`config.mk`:
```
export PLATFORM = sky130hd
export DESIGN_NAME = memory_sequencer_flat
export DESIGN_NICKNAME = d
export VERILOG_FILES = /design/src/rtl/memory_pkg.sv /design/src/rtl/memory_sequencer_if.sv /design/src/rtl/wait_counter.sv /design/src/rtl/memory_sequencer.sv /design/src/flat_wrapper.sv
export SDC_FILE = /design/constraint.sdc
export NUM_CORES = 1
export LEC_CHECK = 0
export CORE_ASPECT_RATIO = 0.7
export CORE_UTILIZATION = 24
export DETAILED_ROUTE_END_ITERATION = 8
export PLACE_DENSITY = 0.83
export SLEW_MARGIN = 20
export SYNTH_ARGS = -nofsm -noshare
export SYNTH_HDL_FRONTEND = slang
export SYNTH_SLANG_ARGS = --single-unit
```
`constraint.sdc`:
```
create_clock -name clock -period 1.9 [get_ports clock]
set_input_delay 0.57 -clock clock [delete_from_list [all_inputs] [get_ports clock]]
set_output_delay 0.57 -clock clock [all_outputs]
set_load 0.02 [all_outputs]
```
`src/rtl/memory_pkg.sv`:
```
// Shared defaults and state encoding for the memory sequencer.
// No logic; imported by the interface, the sequencer and its counter.
package memory_pkg;

   localparam int DEF_DATA_W      = 48;
   localparam int DEF_ADDR_W      = 3;
   localparam int DEF_WAIT_CYCLES = 8;

   localparam logic [2:0] ST_INIT_WR    = 3'd0;
   localparam logic [2:0] ST_IDLE       = 3'd1;
   localparam logic [2:0] ST_READ_WAIT  = 3'd2;
   localparam logic [2:0] ST_LOAD       = 3'd3;
   localparam logic [2:0] ST_HOLD       = 3'd4;
   localparam logic [2:0] ST_WRITE_WAIT = 3'd5;

   typedef enum logic [2:0] {
      INIT_WR    = ST_INIT_WR,
      IDLE       = ST_IDLE,
      READ_WAIT  = ST_READ_WAIT,
      LOAD       = ST_LOAD,
      HOLD       = ST_HOLD,
      WRITE_WAIT = ST_WRITE_WAIT
   } state_e;

   // Wide enough to hold the terminal value WAIT_CYCLES-1 even when WAIT_CYCLES is a power of two.
   function automatic int wait_cnt_width(input int wait_cycles);
      return $clog2(wait_cycles + 1);
   endfunction

endpackage

```
`src/rtl/memory_sequencer_if.sv`:
```
// Request/response and memory-side signals of the sequencer.
// master = controlling datapath side, slave = sequencer.
interface memory_sequencer_if
   import memory_pkg::*;
#(
   parameter int DATA_W = DEF_DATA_W,
   parameter int ADDR_W = DEF_ADDR_W
);

   logic              init_req;
   logic              load_req;
   logic [ADDR_W-1:0] load_addr;
   logic              commit;
   logic              abort;
   logic [DATA_W-1:0] init_data;
   logic [DATA_W-1:0] datapath_out;

   logic [ADDR_W-1:0] mem_addr;
   logic [DATA_W-1:0] mem_data;
   logic              write_enable;
   logic              load_registers;
   logic              done;
   logic              finished_init;
   logic              busy;

   modport master (
      output init_req, load_req, load_addr, commit, abort, init_data, datapath_out,
      input  mem_addr, mem_data, write_enable, load_registers, done, finished_init, busy
   );

   modport slave (
      input  init_req, load_req, load_addr, commit, abort, init_data, datapath_out,
      output mem_addr, mem_data, write_enable, load_registers, done, finished_init, busy
   );

endinterface

```
`src/rtl/wait_counter.sv`:
```
// Free-running access-hold counter; tc flags count == LIMIT.
// clear has priority over enable and returns the count to zero on the next edge.
module wait_counter #(
   parameter int WIDTH = 4,
   parameter int LIMIT = 7
) (
   input  logic clock,
   input  logic reset,
   input  logic clear,
   input  logic enable,
   output logic tc
);

   logic [WIDTH-1:0] count_q;
   logic [WIDTH-1:0] count_d;

   always_comb begin
      count_d = count_q;
      if (clear) begin
         count_d = '0;
      end else if (enable) begin
         count_d = count_q + WIDTH'(1);
      end
   end

   always_ff @(posedge clock) begin
      if (reset) begin
         count_q <= '0;
      end else begin
         count_q <= count_d;
      end
   end

   assign tc = (count_q == LIMIT[WIDTH-1:0]);

endmodule

```
`src/rtl/memory_sequencer.sv`:
```
// Init sweep, timed read, single-cycle load strobe and write-back sequencer for a small memory.
// Each timed access holds for WAIT_CYCLES cycles; HOLD waits for commit/abort indefinitely.
module memory_sequencer
   import memory_pkg::*;
#(
   parameter int DATA_W      = DEF_DATA_W,
   parameter int ADDR_W      = DEF_ADDR_W,
   parameter int WAIT_CYCLES = DEF_WAIT_CYCLES
) (
   input logic              clock,
   input logic              reset,
   memory_sequencer_if.slave bus
);

   localparam int CNT_W = wait_cnt_width(WAIT_CYCLES);

   state_e            state_q, state_d;
   logic [ADDR_W-1:0] ptr_q, ptr_d;
   logic [ADDR_W-1:0] addr_q, addr_d;
   logic              tc;
   logic              timed;
   logic              cnt_clear;

   assign timed = (state_q == INIT_WR) || (state_q == READ_WAIT) || (state_q == WRITE_WAIT);
   // A terminal count inside INIT_WR restarts the window for the next address.
   assign cnt_clear = (state_d != state_q) || tc;

   wait_counter #(
      .WIDTH (CNT_W),
      .LIMIT (WAIT_CYCLES - 1)
   ) u_wait_counter (
      .clock  (clock),
      .reset  (reset),
      .clear  (cnt_clear),
      .enable (timed),
      .tc     (tc)
   );

   always_comb begin
      state_d = state_q;
      ptr_d   = ptr_q;
      addr_d  = addr_q;
      case (state_q)
         INIT_WR: begin
            if (tc) begin
               if (&ptr_q) begin
                  state_d = IDLE;
                  ptr_d   = '0;
               end else begin
                  ptr_d = ptr_q + ADDR_W'(1);
               end
            end
         end
         IDLE: begin
            if (bus.init_req) begin
               state_d = INIT_WR;
               ptr_d   = '0;
            end else if (bus.load_req) begin
               state_d = READ_WAIT;
               addr_d  = bus.load_addr;
            end
         end
         READ_WAIT: begin
            if (tc) state_d = LOAD;
         end
         LOAD: begin
            state_d = HOLD;
         end
         HOLD: begin
            if (bus.abort) begin
               state_d = IDLE;
            end else if (bus.commit) begin
               state_d = WRITE_WAIT;
            end
         end
         WRITE_WAIT: begin
            if (tc) state_d = IDLE;
         end
         default: begin
            state_d = INIT_WR;
            ptr_d   = '0;
         end
      endcase
   end

   always_ff @(posedge clock) begin
      if (reset) begin
         state_q <= INIT_WR;
         ptr_q   <= '0;
         addr_q  <= '0;
      end else begin
         state_q <= state_d;
         ptr_q   <= ptr_d;
         addr_q  <= addr_d;
      end
   end

   // Everything except mem_data is decoded from registered state only.
   assign bus.mem_addr       = (state_q == INIT_WR) ? ptr_q : addr_q;
   assign bus.mem_data       = (state_q == INIT_WR) ? DATA_W'(bus.init_data)
                                                    : DATA_W'(bus.datapath_out);
   assign bus.write_enable   = (state_q == INIT_WR) || (state_q == WRITE_WAIT);
   assign bus.load_registers = (state_q == LOAD);
   assign bus.done           = (state_q == IDLE);
   assign bus.finished_init  = (state_q != INIT_WR);
   assign bus.busy           = (state_q != IDLE);

endmodule

```
`src/flat_wrapper.sv`:
```
// flat-port wrapper written by rule: the top's interface ports become plain ports
module memory_sequencer_flat import memory_pkg::*;
#(
   parameter int DATA_W      = DEF_DATA_W,
   parameter int ADDR_W      = DEF_ADDR_W,
   parameter int WAIT_CYCLES = DEF_WAIT_CYCLES
)
  (clock, reset, bus_init_req, bus_load_req, bus_load_addr, bus_commit, bus_abort, bus_init_data, bus_datapath_out, bus_mem_addr, bus_mem_data, bus_write_enable, bus_load_registers, bus_done, bus_finished_init, bus_busy);
  memory_sequencer_if #(.DATA_W(DATA_W), .ADDR_W(ADDR_W)) bus_i ();
  input logic clock;
  input logic reset;
  input wire logic [$bits(bus_i.init_req)-1:0] bus_init_req;
  input wire logic [$bits(bus_i.load_req)-1:0] bus_load_req;
  input wire logic [$bits(bus_i.load_addr)-1:0] bus_load_addr;
  input wire logic [$bits(bus_i.commit)-1:0] bus_commit;
  input wire logic [$bits(bus_i.abort)-1:0] bus_abort;
  input wire logic [$bits(bus_i.init_data)-1:0] bus_init_data;
  input wire logic [$bits(bus_i.datapath_out)-1:0] bus_datapath_out;
  output wire logic [$bits(bus_i.mem_addr)-1:0] bus_mem_addr;
  output wire logic [$bits(bus_i.mem_data)-1:0] bus_mem_data;
  output wire logic [$bits(bus_i.write_enable)-1:0] bus_write_enable;
  output wire logic [$bits(bus_i.load_registers)-1:0] bus_load_registers;
  output wire logic [$bits(bus_i.done)-1:0] bus_done;
  output wire logic [$bits(bus_i.finished_init)-1:0] bus_finished_init;
  output wire logic [$bits(bus_i.busy)-1:0] bus_busy;
  assign bus_i.init_req = bus_init_req;
  assign bus_i.load_req = bus_load_req;
  assign bus_i.load_addr = bus_load_addr;
  assign bus_i.commit = bus_commit;
  assign bus_i.abort = bus_abort;
  assign bus_i.init_data = bus_init_data;
  assign bus_i.datapath_out = bus_datapath_out;
  assign bus_mem_addr = bus_i.mem_addr;
  assign bus_mem_data = bus_i.mem_data;
  assign bus_write_enable = bus_i.write_enable;
  assign bus_load_registers = bus_i.load_registers;
  assign bus_done = bus_i.done;
  assign bus_finished_init = bus_i.finished_init;
  assign bus_busy = bus_i.busy;
  memory_sequencer #(.DATA_W(DATA_W), .ADDR_W(ADDR_W), .WAIT_CYCLES(WAIT_CYCLES)) u_core (.clock(clock), .reset(reset), .bus(bus_i));
endmodule
```
==> results.cfg <==
[power]
p_leak_nw = 1.62
vdd_ir_drop_max_mv = 0.228
p_per_area_nw_per_um2 = 297
total_power_uw = 992

[timing]
finalHoldViolations = 0
period_minus_slack_ns = 2.09
fin_hold_ws_ns = 0.473
rsz0062_at_grt = yes
slew-limit-headroom_pct = 72.5
max_freq_mhz = 477
worst_slack_ns = -0.195
tns_ns = -7.86
slew_viol_final = 0
fin_skew_ns = 0.00363
fin_crit_sh_pct = 110
worst_slew_pin_slew_ns = 0.410
setup_viol = 52

[layout]
nFillCells = 471
utilization_pct = 63.1
finalNetCount = 541
drive_gt1_share_pct = 26.6
fin_area_um2 = 3340
syn2layout_area_growth_pct = 150
seqCellArea_um2 = 264
final_cells = 504
multiInputGateArea_um2 = 1090
antennaDiodeCount = 0

[place]
dp_hpwl_um = 4740
preCtsSetupSlack_ns = -0.463
dpl_cell_area_um2 = 3160
dpl.cell_count = 491
portBuffers = 160
place.gp.congestion = 0.761

[synth]
syn_avg_cell_area_um2 = 5.29
synthDistinctLibCells = 31
ys_seq_area_share_pct = 19.5
synth_cells = 252
syn_area_um2 = 1330
ys_ff_latch = 13
syn_nets = 360
ys_warn_count = 0

[die]
top_level_ports = 161
die_area_um2 = 5860
die_height_um = 64.3
rows = 22
initial_core_util_pct = 25.2
core_um2 = 5290
fp.dieW_um = 91.1

[setup_path]
r2r-start = u_core.state_q[2]$_SDFF_PP0_
critical_path_class = reg2out
r2r_cells = 5
critPathArrivalTime_ns = 1.52
crit_path_end_kind = output pin
cp-start-kind = flip-flop
r2r_slack_ns = 0.06
critical_path_required_ns = 1.33
worstReg2RegEnd = u_core.u_wait_counter.count_q[2]$_SDFFE_PP0P_
worst-path-max-fanout = 5

[global_routing]
grt-ovfl-total = 0
antenna_found_initial = 0
grtUsageTotal_pct = 20.9
grt_first_pass_wirelength_um = 9830
grt_pass1_vias = 2123
grt_max_degree = 37

[worst_hold_path]
min_from = u_core.addr_q[1]$_SDFFE_PP0P_
hp-class = reg2reg
hold_end = u_core.addr_q[1]$_SDFFE_PP0P_
whs_path_depth = 2

[clock_network]
clk_latency_ns = 0.24
cts_max_path_buffers = 2
root_buffer = clkbuf_8
cts_tree = built
htree_num_levels = 1
clk_pin_slew_ns = 0.05
cts-hold-fix-buffers = 0
cts_sinks = 13
cts_buffers = 3

[outcome]
status = finished with violations
violations = setup timing

[drt]
viasPerCell = 4.53
detail-route-antenna-nets = 0
wirelength_um = 6690
vias = 2282
drt_iter0_markers = 86
wl_per_cell_um = 13.3
dr.pass1.iters = 4
drc = 0

[job]
maxCapViolations = 0
-- state kept, by name, summed over array words and instances (netlist names) --
register                       cells
u_core.state_q                     3
u_core.u_wait_counter.count_q      4
u_core.addr_q                      3
u_core.ptr_q                       3
-- synth_stat cells --
master	count	area share [%]
a22oi_1	1	0.56
ha_1	3	2.8
a211oi_1	2	1.1
a32oi_1	1	0.66
clkbuf_1	13	3.7
clkinv_1	1	0.28
and2_0	1	0.47
o32a_1	1	0.75
mux2i_1	1	0.75
nand2_1	162	46
and3b_1	1	0.66
nor4bb_1	1	0.75
a21boi_0	1	0.56
xnor2_1	3	2.0
nand2b_1	2	0.94
nor3_1	7	2.6
nand4b_1	1	0.66
inv_1	2	0.56
dfxtp_1	13	20
or2_2	1	0.47
nor3_2	1	0.75
o21ai_0	3	1.1
buf_1	1	0.28
or3b_4	1	0.85
o31ai_1	1	0.56
mux2_4	1	1.1
nor2_1	7	2.0
nor2b_1	4	1.9
nand3_1	4	1.5
a21oi_1	9	3.4
nand3b_1	2	1.1
-- critical path, cell delays in order (launching register included) --
cell and delay, ns:
dfxtp_2 0.34, nor3_4 0.32, buf_6 0.22, clkbuf_16 0.16, nand2_1 0.05, nand2_1 0.07, buf_6 0.12
-- report_power, final --
group          total [mW]  switching [mW]  leakage, nW  internal [mW]
clock               0.240          0.0927       0.0228          0.148
sequential          0.284         0.00541        0.107          0.279
combinational       0.467           0.177         1.49          0.290
total               0.992           0.276         1.62          0.717
-- worst max-delay path by stage --
| stage | from | end | slack [ns] |
|---|---|---|---|
| 2_1_floorplan | u_core.state_q[1]$_SDFF_PP0_ | bus_mem_addr[0] | 0.05 |
| 3_3_place_gp | bus_datapath_out[32] | bus_mem_data[32] | -0.45 |
| 3_5_place_dp | bus_datapath_out[32] | bus_mem_data[32] | -0.46 |
| 4_1_cts | u_core.state_q[1]$_SDFF_PP0_ | bus_mem_data[30] | -0.18 |
| 5_1_grt | u_core.state_q[2]$_SDFF_PP0_ | bus_mem_data[17] | -0.26 |
| 6_report | u_core.state_q[2]$_SDFF_PP0_ | bus_mem_data[18] | -0.19 |
-- cell usage in the layout, fill, tap and decap left out, drive strengths merged --
cell,n
inv,3
a21boi,1
mux2,1
nand2,162
nand3,4
and2,1
or3b,1
nor2,7
nor4bb,1
nor2b,4
xnor2,3
nand4b,1
ha,3
a22oi,1
nor3,8
buf,84
a211oi,2
o32a,1
a21oi,9
o21ai,3
dfxtp,13
and3b,1
clkdlybuf4s50,104
nand3b,2
nand2b,2
clkbuf,6
mux2i,1
o31ai,1
or2,1
a32oi,1
-- layer usage --
layer	wire [um]	up-vias	GRT usage [%]
li1	-	1159	-
met1	2860	1028	25.9
met2	3320	88	36.9
met3	426	7	5.12
met4	80	0	4.37
met5	0	-	0
-- timing repair --
item / in CTS / in global routing
resized for setup: 289 / 22
setup buffers: 3 / 1
gates cloned: 3 / 4
setup endpoints to repair: 56 / 57
pin swaps: 11 / 1
-- final cells by class --
cell class	instances	share of cell area [%]
clock buffer	4	1.35
inverter	3	0.413
multi-input combinational	222	32.6
sequential	13	7.91
tap	72	2.70
timing repair buffer	190	55.1
-- cells by family after synthesis --
kind of cell	after synthesis	synth area share [%]
DFF	13	19.5
AOI/OAI and AO/OA	19	8.73
buffers and inverters	17	4.79
adders and majority gates	3	2.82
muxes	2	1.88
and+or+nand+nor	195	60.3
xor gates and xnor gates	3	1.97
(Power assumes the default switching activity.)
